**config.mk**
```make
export PLATFORM = sky130hd
export DESIGN_NAME = pc_predict_unit
export DESIGN_NICKNAME = d
export VERILOG_FILES = /design/src/rtl/pc_predict_unit.sv
export SDC_FILE = /design/constraint.sdc
export NUM_CORES = 1
export LEC_CHECK = 0
export CORE_MARGIN = 4
export CORE_UTILIZATION = 34
export CTS_CLUSTER_SIZE = 24
export DETAILED_ROUTE_END_ITERATION = 6
export GPL_TIMING_DRIVEN = 0
export PLACE_DENSITY = 0.81
export SLEW_MARGIN = 20
export SYNTH_ARGS = -nofsm -noshare
export SYNTH_HDL_FRONTEND = slang
export SYNTH_SLANG_ARGS = --single-unit
```
**constraint.sdc**
```tcl
create_clock -name clk -period 2.45 [get_ports clk]
set_clock_uncertainty 0.15 [all_clocks]
set_input_delay 0.245 -clock clk [delete_from_list [all_inputs] [get_ports clk]]
set_output_delay 0.245 -clock clk [all_outputs]
set_load 0.01 [all_outputs]
```
**src/rtl/pc_predict_unit.sv**
```systemverilog
// Fetch-stage PC register with direct-mapped BTB and 2-bit direction counters.
// Define PC_BTB_EN to build the BTB; without it prediction is off and pc steps by 4.
module pc_predict_unit #(
    parameter int              XLEN         = 32,
    parameter logic [XLEN-1:0] RESET_VECTOR = '0,
    parameter int              BTB_ENTRIES  = 16
) (
    input  logic            clk,
    input  logic            rst_,
    input  logic            stall,
    input  logic            flush,
    input  logic [XLEN-1:0] pc_flush,
    input  logic            branch,
    input  logic [XLEN-1:0] pc_branch,
    input  logic            upd_valid,
    input  logic [XLEN-1:0] upd_pc,
    input  logic            upd_taken,
    input  logic [XLEN-1:0] upd_target,
    output logic [XLEN-1:0] pc,
    output logic            pred_taken,
    output logic [XLEN-1:0] pred_target
);
    localparam int              IDX    = $clog2(BTB_ENTRIES);
    localparam int              TAG_W  = XLEN - IDX - 2;
    localparam logic [XLEN-1:0] PC_INC = XLEN'(4);

    logic [XLEN-1:0] pc_next;

`ifdef PC_BTB_EN
    logic [BTB_ENTRIES-1:0] valid;
    logic [TAG_W-1:0]       tag_mem [BTB_ENTRIES];
    logic [XLEN-3:0]        tgt_mem [BTB_ENTRIES];
    logic [1:0]             ctr_mem [BTB_ENTRIES];

    logic [IDX-1:0]   lk_idx, up_idx;
    logic [TAG_W-1:0] lk_tag, up_tag;
    logic             lk_hit, up_hit;
    logic             unused_bits;

    assign lk_idx = pc[IDX+1:2];
    assign lk_tag = pc[XLEN-1:IDX+2];
    assign up_idx = upd_pc[IDX+1:2];
    assign up_tag = upd_pc[XLEN-1:IDX+2];

    assign lk_hit = valid[lk_idx] && (tag_mem[lk_idx] == lk_tag);
    assign up_hit = valid[up_idx] && (tag_mem[up_idx] == up_tag);

    assign pred_taken  = lk_hit && ctr_mem[lk_idx][1];
    assign pred_target = {tgt_mem[lk_idx], 2'b00};

    assign unused_bits = ^{pc_flush[1:0], pc_branch[1:0], upd_pc[1:0], upd_target[1:0]};

    // Only the valid bits need reset; a taken update either keeps a hit
    // entry valid or allocates a fresh one.
    always_ff @(posedge clk) begin
        if (rst_)
            valid <= '0;
        else if (upd_valid && upd_taken)
            valid[up_idx] <= 1'b1;
    end

    always_ff @(posedge clk) begin
        if (!rst_ && upd_valid) begin
            if (upd_taken) begin
                tag_mem[up_idx] <= up_tag;
                tgt_mem[up_idx] <= upd_target[XLEN-1:2];
                if (!up_hit)
                    ctr_mem[up_idx] <= 2'b10;
                else if (ctr_mem[up_idx] != 2'b11)
                    ctr_mem[up_idx] <= ctr_mem[up_idx] + 2'd1;
            end else if (up_hit && ctr_mem[up_idx] != 2'b00) begin
                ctr_mem[up_idx] <= ctr_mem[up_idx] - 2'd1;
            end
        end
    end
`else
    logic unused_bits;

    assign pred_taken  = 1'b0;
    assign pred_target = '0;
    assign unused_bits = ^{pc_flush[1:0], pc_branch[1:0], upd_valid, upd_pc,
                           upd_taken, upd_target};
`endif

    // Redirects beat stall so a trap or mispredict is never lost behind a hold.
    always_comb begin
        pc_next = pc + PC_INC;
        if (flush)
            pc_next = {pc_flush[XLEN-1:2], 2'b00};
        else if (branch)
            pc_next = {pc_branch[XLEN-1:2], 2'b00};
        else if (stall)
            pc_next = pc;
        else if (pred_taken)
            pc_next = pred_target;
    end

    always_ff @(posedge clk) begin
        if (rst_)
            pc <= RESET_VECTOR;
        else
            pc <= pc_next;
    end

endmodule
```
==> results.yml <==
timing:
  tightest_slew_ns: 0.690
  fin_tns_setup_ns: 0
  maxSlewHeadroom: 0.540
  finalSetupViolCount: 0
  fin_crit_ns: 2.29
  timing.fmax_ghz: 0.437
  rsz0062_at_grt: "no"
  slew_violations: 0
  post-route-period-util: 0.934
  hold_violations: 0
drt:
  wl_per_cell_um: 16.6
  dr_total_vias: 3150
  vias_per_cell: 5.37
  ant_nets: 0
  first_pass_iters: 6
  drtIter0Drc: 254
  drc: 0
  drt_wl_total_um: 9720
synth:
  ys.flop_type: "dfxtp_1"
  yosysWarnings: 0
  synth_top_area_cell: "dfxtp_1"
  synthTopCellsByArea: "dfxtp_1 23%, buf_4 10%, a21oi_1 5.4%"
  postSynthCellCount: 352
  yosys_register_bits: 30
  synth.distinct_cells: 59
  synth-async-reset-ratio: 0
  netlist.area_leader.share: 0.230
  ys_seq_area_frac: 0.230
  netlist_area_mm2: 0.00261
  avgSynthCellArea_um2: 7.41
  synth-edff-count: 0
place:
  place_congestion: 0.965
  dpl.hpwl_um: 7320
  port_buffers: 94
  dp_cells: 579
global_routing:
  grt.busiest_layer: "met2"
  grt_first_pass_wirelength_um: 14800
  grt_pass1_vias: 2893
  grt_usage: 0.209
  grt_util_met1: 0.272
  use_met3: 0.0497
  gr-total-overflow: 0
  antenna_found_initial: 0
  grt_max_degree: 11
  met2_usage: 0.349
power_and_ir_drop:
  p_int_mw: 1.03
  p_sw_frac: 0.320
  p_leak_nw: 1.58
  p_total_mw: 1.52
  p_seq_frac: 0.385
  power_density_mw_per_mm2: 391
  power_frac_comb: 0.336
  p_switching_uw: 486
  max-vdd-ir-drop_mv: 0.205
  p_clk_frac: 0.279
worst_setup_path:
  path_max_fanout: 10
  critPathArrivalTime_ns: 2.28
  cp-end-kind: "register"
  path_cells: "clkdlybuf4s50_1, buf_2, clkinv_1, a31oi_1, o21ai_0, a21oi_1, a211oi_1"
  r2r_end: "pc[20]"
  worst-r2r-cell-count: 6
  cp_data_required_time_ns: 2.44
  critPathLaunchType: "input pin"
  slowest_stage: "clkdlybuf4s50_1"
  cpPeakStageDelay_ns: 0.59
  r2r-start: "pc[2]"
  r2r_setup_slack_ns: 0.17
  crit_type: "input pin to register"
clock_network:
  cts_hold_buffers: 0
  cts_inserted_buffers: 5
  postCtsSetupBuffers: 0
  cts-resized-gates: 0
  tritoncts: "yes"
  cts_num_sinks: 30
  cts_max_level: 2
  clk_latency_ns: 0.28
  path_clk_slew_ns: 0.07
  ctsRootBufferMaster: "clkbuf_8"
  clockBufferDepth: 2
floorplan:
  coreArea_mm2: 0.00737
  io_pins: 200
  dieArea_mm2: 0.00913
  die_w_um: 95.6
  initial_core_util: 0.354
  die_h_um: 95.6
  num_rows: 31
layout:
  nFillCells: 720
  diodes: 0
  area_growth_pct: 49.2
  final_cells: 587
  multi_input_area_mm2: 0.00169
  seqCellArea_um2: 601
  final_util: 0.528
  largest_reg_flops: 30
  largest_registers: "pc x30"
  layout-drive-gt1-share: 0.131
  layout.nets: 623
  regMostFlops: "pc"
worst_hold_path:
  holdPathStages: 2
  min_from: "pc[16]"
  hp-class: "register to register"
  hold_end: "pc[16]"
run:
  cap_violations: 0
status:
  outcome: "complete, no violations"
## layout make-up
class	count	share of cell area
plain buffers	60	0.101
clock buffers	7	0.0222
clock inverters	1	0.00129
inverters	14	0.0135
multi-input cells	282	0.434
flip-flops and latches	30	0.154
well taps	99	0.0318
repair buffers	94	0.242
## layer usage
layer / vias up / wire [um]
li1: 1484 / -
met2: 195 / 4550
met5: - / 0
met3: 17 / 1070
met1: 1454 / 3950
met4: 0 / 152
## cell usage in the layout, fill, tap and decap left out, types with 4 or more instances in the layout
cell and n:
a211oi_1 12, a21oi_1 28, a221oi_1 4, and2_1 5, and3_1 4, and4_1 6, buf_2 6, buf_4 35
clkbuf_1 12, clkbuf_8 6, clkdlybuf4s50_1 94, conb_1 35, dfxtp_1 30, inv_1 13, mux2i_1 9, nand2_1 30
nand2b_1 5, nand3_1 14, nand3b_1 5, nand4_1 11, nand4b_1 4, nor2_1 24, nor4_1 8, o21ai_0 14
o22ai_1 9, xnor2_1 5, xor2_1 8
## how the worst max path moves through the flow
stage / slack, ns / endpoint / depth (start not counted) / from
6_report: 0.16 / pc[9] / 7 / flush
5_1_grt: 0.01 / pc[9] / 7 / flush
4_1_cts: 0.19 / pc[23] / 6 / flush
3_5_place_dp: -0.09 / pc[23] / 6 / flush
3_3_place_gp: -0.07 / pc[24] / 6 / flush
2_1_floorplan: 0.46 / pc[20] / 6 / pc[2]
## synth_stat cells (all sizes together), types with 6 or more instances
cell type,count
nand2,31
a211oi,12
nor4,10
clkbuf,12
nand3,14
nor2,24
buf,47
o21ai,14
xor2,8
a21oi,28
dfxtp,30
and4,6
nand4,12
o22ai,9
inv,13
and2,7
mux2i,9
## cell families (layout without fill, tap and decap cells)
kind of cell / after synthesis / in the layout / share of synthesized area
compound gates: 90 / 90 / 0.229
buf+inv: 74 / 176 / 0.171
fa+ha+maj: 1 / 1 / 0.00480
xor+xnor: 13 / 13 / 0.0437
other cells: 1 / 35 / 0.00144
mux: 9 / 9 / 0.0346
flops: 30 / 30 / 0.230
simple gates: 134 / 134 / 0.285
## critical path, delay by kind of cell
kind,cells,cell delay [ns]
AO/OA/AOI/OAI,4,0.76
buffers and inverters,3,1.26
## power groups by stage
stage	Combinational, mW	Sequential (mW)	Clock (mW)
final	0.511	0.585	0.425
after global routing	0.551	0.593	0.443
after CTS	0.507	0.583	0.428
after detailed placement	0.504	0.593	0
after global placement	0.497	0.593	0
after floorplan	0.243	0.600	0
## metrics by stage
stage	hold WS (ns)	setup slack, ns	instance area [um2]
finish	0.334	0.161	3890
global route	0.373	0.0133	3890
CTS	0.332	0.190	3890
detailed placement	0.321	-0.0913	3800
global placement	0.317	-0.0714	3800
floorplan	0.236	0.461	2740
Power figures use the tool's default switching activity.
